File: src/rtl/apb_keypad_scanner_if.sv
// APB slave bus bundle for the keypad scanner: address/data/handshake signals
// that travel together between bus master and peripheral.
interface apb_keypad_scanner_if;
    logic        PSEL;
    logic        PENABLE;
    logic        PWRITE;
    logic [3:0]  PADDR;
    logic [31:0] PWDATA;
    logic [31:0] PRDATA;
    logic        PREADY;

    modport master (output PSEL, PENABLE, PWRITE, PADDR, PWDATA, input PRDATA, PREADY);
    modport slave  (input PSEL, PENABLE, PWRITE, PADDR, PWDATA, output PRDATA, PREADY);
endinterface

File: src/rtl/apb_keypad_scanner.sv
// ROWSxCOLS matrix keypad scanner: row-at-a-time scan, whole-frame debounce,
// press/release event FIFO and level interrupt behind an APB slave port.
module apb_keypad_scanner #(
    parameter int ROWS       = 4,
    parameter int COLS       = 4,
    parameter int SCAN_DIV   = 1000,
    parameter int DEBOUNCE   = 3,
    parameter int FIFO_DEPTH = 8
) (
    input  logic                clk,
    input  logic                rst,
    input  logic [COLS-1:0]     col_in,
    output logic [ROWS-1:0]     row,
    output logic                irq,
    apb_keypad_scanner_if.slave apb
);
    localparam int NKEYS = ROWS * COLS;
    localparam int DW    = $clog2(SCAN_DIV);
    localparam int RW    = (ROWS > 1) ? $clog2(ROWS) : 1;
    localparam int KW    = (NKEYS > 1) ? $clog2(NKEYS) : 1;
    localparam int AW    = $clog2(FIFO_DEPTH);
    localparam int CW    = AW + 1;

    typedef enum logic [1:0] {IDLE, DRIVE, CHECK, COMMIT} state_t;

    typedef struct packed {
        logic       press;
        logic [7:0] idx;
    } evt_t;

    state_t           state, state_nx;
    logic [DW-1:0]    div;
    logic [RW-1:0]    r;
    logic [KW-1:0]    k;
    logic [NKEYS-1:0] raw, prev, keys;
    logic [3:0]       stable, stable_nx;
    logic [2:0]       ctrl;
    logic             ovf;

    evt_t             mem [FIFO_DEPTH];
    logic [AW-1:0]    wp, rp;
    logic [CW-1:0]    cnt;

    logic div_last, r_last, k_last;
    logic rd_acc, wr_acc, pop, push, do_push, full;
    evt_t evt;

    assign div_last = (div == DW'(SCAN_DIV - 1));
    assign r_last   = (r == RW'(ROWS - 1));
    assign k_last   = (k == KW'(NKEYS - 1));

    assign rd_acc = apb.PSEL & apb.PENABLE & ~apb.PWRITE;
    assign wr_acc = apb.PSEL & apb.PENABLE & apb.PWRITE;

    assign stable_nx = (raw != prev)    ? 4'd1 :
                       (stable == 4'hF) ? 4'hF : stable + 4'd1;

    assign row = (state == DRIVE) ? (ROWS'(1) << r) : '0;

    // Scan FSM: next state
    always_comb begin
        state_nx = state;
        if (!ctrl[0]) begin
            state_nx = IDLE;
        end else begin
            case (state)
                IDLE:    state_nx = DRIVE;
                DRIVE:   if (div_last && r_last) state_nx = CHECK;
                CHECK:   state_nx = (stable_nx == 4'(DEBOUNCE) && raw != keys) ? COMMIT : DRIVE;
                COMMIT:  if (k_last) state_nx = DRIVE;
                default: state_nx = IDLE;
            endcase
        end
    end

    always_ff @(posedge clk) begin
        if (rst) begin
            state  <= IDLE;
            div    <= '0;
            r      <= '0;
            k      <= '0;
            raw    <= '0;
            prev   <= '0;
            stable <= '0;
            keys   <= '0;
        end else begin
            state <= state_nx;
            case (state)
                DRIVE: begin
                    if (div_last) begin
                        raw[r*COLS +: COLS] <= col_in;
                        div <= '0;
                        r   <= r_last ? '0 : r + RW'(1);
                    end else begin
                        div <= div + DW'(1);
                    end
                end
                CHECK: begin
                    stable <= stable_nx;
                    prev   <= raw;
                end
                COMMIT: begin
                    keys[k] <= raw[k];
                    k       <= k_last ? '0 : k + KW'(1);
                end
                default: ;
            endcase
            // Leaving for IDLE abandons any partial row or commit walk
            if (state_nx == IDLE) begin
                div <= '0;
                r   <= '0;
                k   <= '0;
            end
        end
    end

    // Commit walk emits one candidate event per key, ascending index
    assign push    = (state == COMMIT) && (raw[k] != keys[k]) && (raw[k] || ctrl[2]);
    assign evt     = '{press: raw[k], idx: 8'(k)};
    assign full    = (cnt == CW'(FIFO_DEPTH));
    assign pop     = rd_acc && (apb.PADDR[3:2] == 2'd1) && (cnt != '0);
    assign do_push = push && (!full || pop);

    always_ff @(posedge clk) begin
        if (do_push) mem[wp] <= evt;
    end

    always_ff @(posedge clk) begin
        if (rst) begin
            wp   <= '0;
            rp   <= '0;
            cnt  <= '0;
            ovf  <= 1'b0;
            ctrl <= '0;
            irq  <= 1'b0;
        end else begin
            if (do_push) wp <= wp + AW'(1);
            if (pop)     rp <= rp + AW'(1);
            case ({do_push, pop})
                2'b10:   cnt <= cnt + CW'(1);
                2'b01:   cnt <= cnt - CW'(1);
                default: ;
            endcase
            // A dropped push in the same cycle as a W1C keeps the flag set
            if (push && !do_push)
                ovf <= 1'b1;
            else if (wr_acc && apb.PADDR[3:2] == 2'd3 && apb.PWDATA[8])
                ovf <= 1'b0;
            if (wr_acc && apb.PADDR[3:2] == 2'd2)
                ctrl <= apb.PWDATA[2:0];
            irq <= ctrl[1] & ((cnt != '0) | ovf);
        end
    end

    assign apb.PREADY = 1'b1;

    always_comb begin
        apb.PRDATA = '0;
        case (apb.PADDR[3:2])
            2'd0: apb.PRDATA[NKEYS-1:0] = keys;
            2'd1: if (cnt != '0) apb.PRDATA = {1'b1, 22'b0, mem[rp]};
            2'd2: apb.PRDATA[2:0] = ctrl;
            2'd3: apb.PRDATA = {22'b0, (cnt == '0), ovf, 1'b0, 7'(cnt)};
            default: ;
        endcase
    end
endmodule

File: src/flat_wrapper.sv
// flat-port wrapper written by rule: the top's interface ports become plain ports
module apb_keypad_scanner_flat 
#(
    parameter int ROWS       = 4,
    parameter int COLS       = 4,
    parameter int SCAN_DIV   = 1000,
    parameter int DEBOUNCE   = 3,
    parameter int FIFO_DEPTH = 8
)
  (clk, rst, col_in, row, irq, apb_PSEL, apb_PENABLE, apb_PWRITE, apb_PADDR, apb_PWDATA, apb_PRDATA, apb_PREADY);
  apb_keypad_scanner_if apb_i ();
  input  logic clk;
  input  logic rst;
  input  logic [COLS-1:0] col_in;
  output logic [ROWS-1:0] row;
  output logic irq;
  input wire logic [$bits(apb_i.PSEL)-1:0] apb_PSEL;
  input wire logic [$bits(apb_i.PENABLE)-1:0] apb_PENABLE;
  input wire logic [$bits(apb_i.PWRITE)-1:0] apb_PWRITE;
  input wire logic [$bits(apb_i.PADDR)-1:0] apb_PADDR;
  input wire logic [$bits(apb_i.PWDATA)-1:0] apb_PWDATA;
  output wire logic [$bits(apb_i.PRDATA)-1:0] apb_PRDATA;
  output wire logic [$bits(apb_i.PREADY)-1:0] apb_PREADY;
  assign apb_i.PSEL = apb_PSEL;
  assign apb_i.PENABLE = apb_PENABLE;
  assign apb_i.PWRITE = apb_PWRITE;
  assign apb_i.PADDR = apb_PADDR;
  assign apb_i.PWDATA = apb_PWDATA;
  assign apb_PRDATA = apb_i.PRDATA;
  assign apb_PREADY = apb_i.PREADY;
  apb_keypad_scanner #(.ROWS(ROWS), .COLS(COLS), .SCAN_DIV(SCAN_DIV), .DEBOUNCE(DEBOUNCE), .FIFO_DEPTH(FIFO_DEPTH)) u_core (.clk(clk), .rst(rst), .col_in(col_in), .row(row), .irq(irq), .apb(apb_i));
endmodule
File: config.mk
export PLATFORM = sky130hd
export DESIGN_NAME = apb_keypad_scanner_flat
export DESIGN_NICKNAME = d
export VERILOG_FILES = /design/src/rtl/apb_keypad_scanner_if.sv /design/src/rtl/apb_keypad_scanner.sv /design/src/flat_wrapper.sv
export SDC_FILE = /design/constraint.sdc
export NUM_CORES = 1
export LEC_CHECK = 0
export BUFFER_PORTS_ARGS = -buffer_cell sky130_fd_sc_hd__buf_2
export CAP_MARGIN = 20
export CORE_AREA = 2 2 116 118
export CTS_BUF_LIST = sky130_fd_sc_hd__clkbuf_4 sky130_fd_sc_hd__clkbuf_8
export CTS_CLUSTER_SIZE = 24
export DETAILED_ROUTE_END_ITERATION = 16
export DIE_AREA = 0 0 118 120
export PLACE_DENSITY = 0.7
export SYNTH_ARGS = -nofsm -noshare
export SYNTH_HDL_FRONTEND = slang
export SYNTH_SLANG_ARGS = --single-unit
export TNS_END_PERCENT = 10
File: constraint.sdc
create_clock -name clk -period 9.6 [get_ports clk]
set_input_delay 1.44 -clock clk [delete_from_list [all_inputs] [get_ports clk]]
set_output_delay 1.44 -clock clk [all_outputs]
set_load 0.1 [all_outputs]
# Word-level counts from Yosys, hierarchy flattened
# Memory sizes are Yosys's and may differ from the RTL's. A register that Yosys moved wholly into a read port is not among the register bits.
# Index checks and enable logic that the tools add are counted.
[totals]
regBits = 85
wordCells = 107
mem_bits_rw = 40
out_inout_bits = 38
n_memories = 1
[classes]
bitwise = 6
shift = 3
order_cmp = 2
reduce_logical = 25
n_eq_ne = 17
muxes = 30
addsub = 9
[memory_table]
columns = ["name", "depth", "word_bits", "read_ports", "rd_ports_with_merged_regs", "write_ports", "line", "rtl"]
rows = [
  ["u_core.mem", 8, 5, 1, 1, 1, "apb_keypad_scanner.sv:40", "evt_t mem [FIFO_DEPTH];"],
]
[op_table]
columns = ["op", "n"]
rows = [
  ["one-hot mux 13 bit (3 select lines)", 1],
  ["negator 4 -> 34 bit", 1],
  ["variable shift 4 x 34 -> 16 bit, first input constant", 1],
  ["variable part select 4 x 34 -> 16 bit", 1],
  ["bitwise mux 16 bit", 2],
  ["two-way mux 32 bit", 1],
  ["!= test 16 bit", 2],
  ["two-way mux 16 bit", 1],
  ["two-way mux 4 bit", 4],
  ["adder 4 x 1 -> 4 bit, second input constant", 3],
  ["equality test 2 bit, second input constant", 6],
  ["equality test 4 bit, second input constant", 3],
  ["logical AND 1 bit", 12],
  ["one-hot mux 3 bit (4 select lines)", 1],
  ["adder 10 x 1 -> 10 bit, second input constant", 1],
  ["equality test 10 bit, second input constant", 1],
  ["two-way mux 10 bit", 1],
  ["two-way mux 2 bit", 5],
  ["binary-select mux 1 bit (select 4 bit)", 2],
  ["one-hot mux 2 bit (4 select lines)", 1],
  ["one-hot mux 4 bit (2 select lines)", 1],
  ["two-way mux 1 bit", 7],
  ["adder 3 x 1 -> 3 bit, second input constant", 2],
  ["equality test 2 x 1 -> 1 bit, second input constant", 3],
  ["20 further kinds", 29],
]

# Longest topological paths before layout
# Gate-level depths: netlist (run 1).
[depth]
ltp_word = 10
depth_mapped = 15
depth_no_buf = 13

# Worst setup path after synthesis (run 1)
# No wires, ideal clock.
[synth_timing]
path_kind = "input-to-output"
start = "input port apb_PADDR[3]"
end = "output port apb_PRDATA[9]"
stages = 3
arrival_time_ps = 3875
slack_ps = 4285
required_time_ps = 8160
cell_sequence = "clkbuf_1 > nand2_1 > o21ai_0"
[synth_via]
elab_chain_len = 2
word_cells_on_any_way = 4
classes_between = "2 x eq/ne; 1 x mux; 1 x reduce/logical"
[synth_rtl]
columns = ["item", "line", "rtl"]
rows = [
  ["start, declared", "flat_wrapper.sv:20", "input wire logic [$bits(apb_i.PADDR)-1:0] apb_PADDR;"],
  ["equality test 2 bit (tied with other cells)", "apb_keypad_scanner.sv:159", "case (apb.PADDR[3:2])"],
  ["one-hot mux 13 bit (3 select lines) *", "apb_keypad_scanner.sv:159", ""],
  ["end, declared", "flat_wrapper.sv:22", "output wire logic [$bits(apb_i.PRDATA)-1:0] apb_PRDATA;"],
]
# Mark *: on every way between the ends. The rest lies on a longest branch, timed or not.

# Worst setup path in the final report (run 1)
[layout_timing]
start = "input port apb_PADDR[2]"
end = "output port apb_PRDATA[3]"
# Same word-level chain as after synthesis.

==> results.sh, run 1 <==
export IMPL_powerDensity_nw_per_um2=153
export IMPL_synth_cells=654
export IMPL_drv_cap=0
export IMPL_area_growth_pct=10.3
export IMPL_vias_per_cell=5.43
export IMPL_postCtsHoldBufs=0
export IMPL_ys_ff_latch=128
export IMPL_fin_crit_sh=0.461
export IMPL_crit_end="apb_PRDATA[3]"
export IMPL_max_freq_mhz=226
export IMPL_fin_nets=745
export IMPL_finalHoldViolCount=0
export IMPL_hold_class="register to register"
export IMPL_outcome="finished clean"
export IMPL_cp_start_kind="input pin"
export IMPL_ys_seq_area_frac=0.468
export IMPL_fin_setup_tns_ps=0
export IMPL_irDropWorstVdd_v=0.0000756
export IMPL_final_util=0.538
export IMPL_wl_per_cell_microns=15.5
export IMPL_p_leak_nw=2.56
export IMPL_antenna_found_initial=0
export IMPL_start_util=0.488
export IMPL_dp_cells=839
export IMPL_worst_path_buf_inv=2
export IMPL_grt_pass1_vias=4481
export IMPL_post_place_ws_ps=5100
export IMPL_antenna_cells=0
export IMPL_cts_root_buf="clkbuf_8"
export IMPL_crit_type="input pin to output pin"
export IMPL_max_slew_margin=0.399
export IMPL_setup_viol=0
export IMPL_cp_max_fo=13
export IMPL_cpMaxStageDelayCell="nor2_1"
export IMPL_io_pins=83
export IMPL_tightestPinTransition_ps=894
export IMPL_grt_first_pass_wirelength_microns=22200
export IMPL_finalClockSkew_ps=10.8
export IMPL_reg2reg_to="u_core.cnt[3]"
export IMPL_cts_tree="built"
export IMPL_synth_edf_count=40
export IMPL_dp_hpwl_microns=9680
export IMPL_cp_required_ps=8160
export IMPL_port_buffers=36
export IMPL_cts_sinks=128
export IMPL_instances_no_fill=872
export IMPL_num_rows=42
export IMPL_rr_worst_depth=13
export IMPL_grtUsageTotal=0.201
export IMPL_layout_min_cycle_time_ps=4430
export IMPL_rsz0062_at_grt="no"
export IMPL_crit_top_cell="buf_2"
export IMPL_numCtsBuffers=17
export IMPL_rrSetupSlack_ps=5420
export IMPL_routed_wl_microns=13500
export IMPL_clk_pin_slew_ps=80
export IMPL_critical_path_depth=5
export IMPL_crit_chain="buf_2, nor2_1, a22oi_1, o21ai_0, buf_2"
export IMPL_crit_family="buffers and inverters"
export IMPL_dominantRegCellSynth="dfxtp_1"
export IMPL_drcViolationCount=0
export IMPL_cts_htree_levels=4
export IMPL_fillers=1186
export IMPL_synthesis_area_sq_um=6340
export IMPL_cp_slowest_stage_delay_ps=600
export IMPL_die_w_microns=118
export IMPL_ctsResizeCount=0
export IMPL_drive_gt1_frac=0.139
export IMPL_yosys_cell_types_count=48
export IMPL_floorplan_die_area_sq_um=14200
export IMPL_core_area_sq_um=13000
export IMPL_startpoint="apb_PADDR[2]"
export IMPL_grt_max_degree=71
export IMPL_detail_route_first_pass_iterations=9
export IMPL_holdWs_ps=470
export IMPL_vias=4738
export IMPL_place_gp_congestion=0.889
export IMPL_avgSynthCellArea_sq_um=9.69
export IMPL_grt_ovfl_total=0
export IMPL_drtIter0Drc=348
export IMPL_die_y_microns=120
export IMPL_clk_path_buf_depth=2
export IMPL_async_flop_share=0
export IMPL_clkLatencyLatePin_ps=450
export IMPL_cts_setup_buffers=0
export IMPL_synth_warnings=0
export IMPL_timing_rr_start="u_core.k[1]"
export IMPL_endpoint_kind="output pin"
export IMPL_layout_setup_ws_ps=5170
export IMPL_crit_arrival_ps=2990
export IMPL_slew_viol_final=0
export IMPL_ant_nets=0
-- layout by cell type, fill, tap and decap left out, drive strengths merged, types with 21 or more instances in the layout --
cell type | Yosys | routed
buf | 21 | 40
xor2 | 25 | 25
dfxtp | 88 | 88
nand2 | 96 | 96
nor2 | 62 | 62
xnor2 | 21 | 21
mux2i | 25 | 25
edfxtp | 40 | 40
a21oi | 63 | 63
-- final cells by class --
class                   count  area [sq um]  area share
multi-input cells         483          3150       0.450
flip-flops and latches    128          2960       0.424
clock buffers              18           241      0.0346
well taps                 176           220      0.0315
repair buffers             41           215      0.0308
clock inverters            14           158      0.0226
inverters                  12          45.0     0.00644
-- Yosys cell counts, drive strengths merged, types with 3 or more instances --
cell type,number,share of area
mux2i,25,0.043
nor3b,3,0.0036
clkbuf,24,0.014
nor2b,3,0.0030
xnor2,21,0.029
mux4,18,0.064
or3,3,0.0030
buf,21,0.023
o21ai,17,0.013
nand2,96,0.057
nand2b,7,0.0069
dfxtp,88,0.28
nand3,19,0.015
ha,16,0.032
xor2,25,0.035
nor2,62,0.037
and2,19,0.019
a21oi,63,0.050
nand3b,3,0.0036
o32a,3,0.0047
nor4,6,0.0059
nor3,16,0.013
nand4,19,0.019
edfxtp,40,0.19
inv,12,0.0071
-- sequential cells by signal, indices dropped and copies added, names as in the netlist, named ones only --
register       cells
u_core.irq         1
u_core.ctrl        3
u_core.rp          3
u_core.k           4
u_core.state       2
u_core.div        10
u_core.raw        16
u_core.stable      4
u_core.keys       16
u_core.mem        40
u_core.wp          3
u_core.ovf         1
u_core.r           2
u_core.prev       16
u_core.cnt         4
-- stage by stage --
stage | total power, mW | area [sq um]
global placement | 0.618 | 6580
CTS | 1.08 | 6980
finish | 1.07 | 6990
detailed placement | 0.618 | 6590
floorplan | 0.616 | 6390
global route | 1.11 | 6990
-- cell families after synthesis --
kind of cell,after synthesis,share of synthesized area
other cells,2,0.00119
simple gates,263,0.193
compound gates,96,0.0845
mux,45,0.112
buf+inv,57,0.0442
xor+xnor,46,0.0636
flops,128,0.468
fa+ha+maj,17,0.0347
-- where the power goes --
part,switching (mW),total [mW],internal (mW)
logic,0.0464,0.0516,0.00518
registers,0.000195,0.554,0.554
clock network,0.224,0.462,0.238
-- how the worst min path moves through the flow --
stage | startpoint | end | slack [ps] | depth (start not counted)
4_1_cts | u_core.ctrl[1] | u_core.irq | 470 | 1
3_5_place_dp | u_core.ctrl[1] | u_core.irq | 460 | 1
3_3_place_gp | u_core.prev[12] | u_core.prev[12] | 460 | 2
2_1_floorplan | u_core.ctrl[1] | u_core.irq | 440 | 1
6_report | u_core.ctrl[1] | u_core.irq | 470 | 1
5_1_grt | u_core.prev[2] | u_core.prev[2] | 490 | 2
-- layer usage --
metal  track usage  share of wire  routed length [microns]
met3        0.0442          0.042                      567
met1         0.255           0.45                     6020
met5             0              0                        0
met2         0.330           0.49                     6610
met4        0.0904          0.023                      310
Power figures use the tool's default switching activity.
==> run 2, diff against run 1 <==
- ABC_AREA: unset -> 1
- CORE_AREA: 2 2 116 118 -> 2 2 117 119
- DIE_AREA: 0 0 118 120 -> 0 0 119 121
- clock period: 9.6 -> 4.35 ns (I/O delays scaled with it)
==> run 2 against run 1 <==
Against the previous run:
- final area rose by 1.3%
- worst setup slack worse by 4100 ps
- sequential power up 120%
- sequential share of layout area is 0.53 points lower
- flip-flop and latch count unchanged
- hold slack worse by 33 ps
- die area is 1.7% higher
- synthesized area grew 2.0%
- largest power group unchanged
- highest routed layer unchanged
==> results.sh, run 2 <==
export IMPL_num_rows=42
export IMPL_cpMaxStageDelayCell="dfxtp_1"
export IMPL_crit_top_cell="nand2_1"
export IMPL_tightestPinTransition_ps=957
export IMPL_cp_required_ps=4680
export IMPL_cts_root_buf="clkbuf_8"
export IMPL_clkLatencyLatePin_ps=430
export IMPL_final_util=0.541
export IMPL_ys_ff_latch=128
export IMPL_finalHoldViolCount=0
export IMPL_numCtsBuffers=17
export IMPL_cts_sinks=128
export IMPL_max_slew_margin=0.361
export IMPL_crit_chain="inv_6, nand2_1, nand3_1, nand2_1, nand2_1, nand2_1, nor2_8, a21oi_2, nand2_4, nand2_4, inv_1, ha_1, nand2_1, nand2_1, a31oi_1, inv_1, nand2_1, nand3_1, nand2_1, nor2_1"
export IMPL_rrSetupSlack_ps=1120
export IMPL_area_growth_pct=9.50
export IMPL_dp_hpwl_microns=10000
export IMPL_synth_edf_count=40
export IMPL_io_pins=83
export IMPL_max_freq_mhz=309
export IMPL_postCtsHoldBufs=0
export IMPL_cts_tree="built"
export IMPL_wl_per_cell_microns=13.6
export IMPL_rr_worst_depth=20
export IMPL_final_common_cell="nand2_1"
export IMPL_powerDensity_nw_per_um2=322
export IMPL_cts_setup_buffers=0
export IMPL_place_gp_congestion=0.802
export IMPL_layout_common_cells="137 x nand2_1, 104 x nor2_1, 93 x inv_1"
export IMPL_ctsResizeCount=0
export IMPL_yosys_area_share_adder=0.0341
export IMPL_die_w_microns=119
export IMPL_rsz0062_at_grt="no"
export IMPL_cp_max_fo=20
export IMPL_die_y_microns=121
export IMPL_port_buffers=36
export IMPL_min_from="apb_PWDATA[1]"
export IMPL_synth_simple_area_share=0.214
export IMPL_slew_viol_final=0
export IMPL_crit_type="register to register"
export IMPL_worstHoldPathCells=3
export IMPL_fillers=1218
export IMPL_drv_cap=0
export IMPL_timing_rr_start="u_core.k[0]"
export IMPL_synth_commonest_cells="137 x nand2_1, 104 x nor2_1, 93 x inv_1"
export IMPL_irDropWorstVdd_v=0.000180
export IMPL_grt_ovfl_total=0
export IMPL_synth_area_mux_share=0.00774
export IMPL_fin_crit_sh=0.744
export IMPL_fin_nets=901
export IMPL_outcome="finished clean"
export IMPL_largest_reg_flops=40
export IMPL_clk_path_buf_depth=2
export IMPL_synth_top_family_by_area="simple AND/OR/NAND/NOR gates"
export IMPL_layout_min_cycle_time_ps=3230
export IMPL_dominantRegCellSynth="dfxtp_1"
export IMPL_setup_viol=0
export IMPL_avgSynthCellArea_sq_um=8.00
export IMPL_fin_setup_tns_ps=0
export IMPL_cp_slowest_stage_delay_ps=820
export IMPL_grt_first_pass_wirelength_microns=23500
export IMPL_async_flop_share=0
export IMPL_power_mw=2.28
export IMPL_finalClockSkew_ps=13.1
export IMPL_grt_pass1_vias=4816
export IMPL_synth_compound_area_frac=0.147
export IMPL_vias=5202
export IMPL_drtIter0Drc=421
export IMPL_synthesis_area_sq_um=6460
export IMPL_cts_htree_levels=4
export IMPL_synth_warnings=0
export IMPL_synth_area_leader_cell="dfxtp_1"
export IMPL_drive_gt1_frac=0.108
export IMPL_yosysTopAreaCellShare=0.273
export IMPL_endpoint_kind="register"
export IMPL_ant_nets=0
export IMPL_regMostFlops="u_core.mem"
export IMPL_crit_arrival_ps=3570
export IMPL_floorplan_die_area_sq_um=14400
export IMPL_grtUsageTotal=0.206
export IMPL_cp_start_kind="register"
export IMPL_yosysMostFrequentCell="nand2_1"
export IMPL_core_area_sq_um=13100
export IMPL_antenna_found_initial=0
export IMPL_hold_class="input pin to register"
export IMPL_vias_per_cell=5.06
export IMPL_synth_cells=808
export IMPL_routed_wl_microns=14000
export IMPL_yosys_cell_types_count=45
export IMPL_detail_route_first_pass_iterations=5
export IMPL_reg2reg_to="u_core.cnt[3]"
export IMPL_p_leak_nw=2.91
export IMPL_synth_area_leaders="dfxtp_1 27%, edfxtp_1 19%, nand2_1 8.0%, nor2_1 6.0%, inv_1 5.4%"
export IMPL_clk_pin_slew_ps=80
export IMPL_antenna_cells=0
export IMPL_start_util=0.494
export IMPL_synth_xor_area_frac=0.0420
export IMPL_worstHoldEndpoint="u_core.ctrl[1]"
export IMPL_drcViolationCount=0
export IMPL_grt_max_degree=51
export IMPL_ys_seq_area_frac=0.458
-- run 2: through the flow --
step | hold slack, ps | setup slack (ps) | area [sq um] | cells
final | 436 | 1120 | 7080 | 1028
after global routing | 442 | 825 | 7080 | 1028
after CTS | 408 | 1160 | 7080 | 1028
after detailed placement | 465 | 1160 | 6700 | 996
after global placement | 457 | 1170 | 6700 | 996
after floorplan | 433 | 279 | 6520 | 822
-- run 2: critical path: cells and delay by family, from the launching register on --
kind	cells	cell delay, ps
AO/OA/AOI/OAI	2	470
adder cells (fa/ha/maj)	1	320
buffers and inverters	3	320
flip-flops	1	820
AND/OR/NAND/NOR	14	1200
-- run 2: how the worst max path moves through the flow --
stage                  from       endpoint  slack (ps)  cells past startpoint
2_1_floorplan  apb_PADDR[2]  apb_PRDATA[3]         280                      4
3_3_place_gp    u_core.k[0]  u_core.cnt[3]        1170                     20
3_5_place_dp    u_core.k[0]  u_core.cnt[3]        1160                     20
4_1_cts         u_core.k[0]  u_core.cnt[3]        1160                     20
5_1_grt         u_core.k[0]  u_core.cnt[3]         830                     20
6_report        u_core.k[0]  u_core.cnt[3]        1120                     20
-- run 2: layout make-up --
cell class                 count  area, sq um  share of cell area
sequential                   128         2960               0.419
multi-input combinational    553         2930               0.415
inverter                      99          377              0.0532
clock buffer                  18          241              0.0341
tap                          176          220              0.0311
timing repair buffer          40          210              0.0297
clock inverter                14          133              0.0187
-- run 2: power breakdown --
part,internal [mW],switching (mW),leakage [nW]
combinational,0.00997,0.0878,1.65
sequential,1.22,0.000731,1.08
clock,0.466,0.489,0.186
-- run 2: cells by family after synthesis --
group                      after synthesis
and+or+nand+nor                        318
AOI/OAI and AO/OA                      166
buffers and inverters                  141
DFF                                    128
xor gates and xnor gates                31
adders and majority gates               17
muxes                                    5
other                                    2
-- run 2: per-layer routing --
metal / track usage / vias to the layer above / share of wire
met2: 0.326 / 123 / 0.46
met3: 0.0442 / 13 / 0.046
met1: 0.280 / 2350 / 0.49
met4: 0.0677 / 0 / 0.011
li1: - / 2716 / -
met5: 0 / - / 0
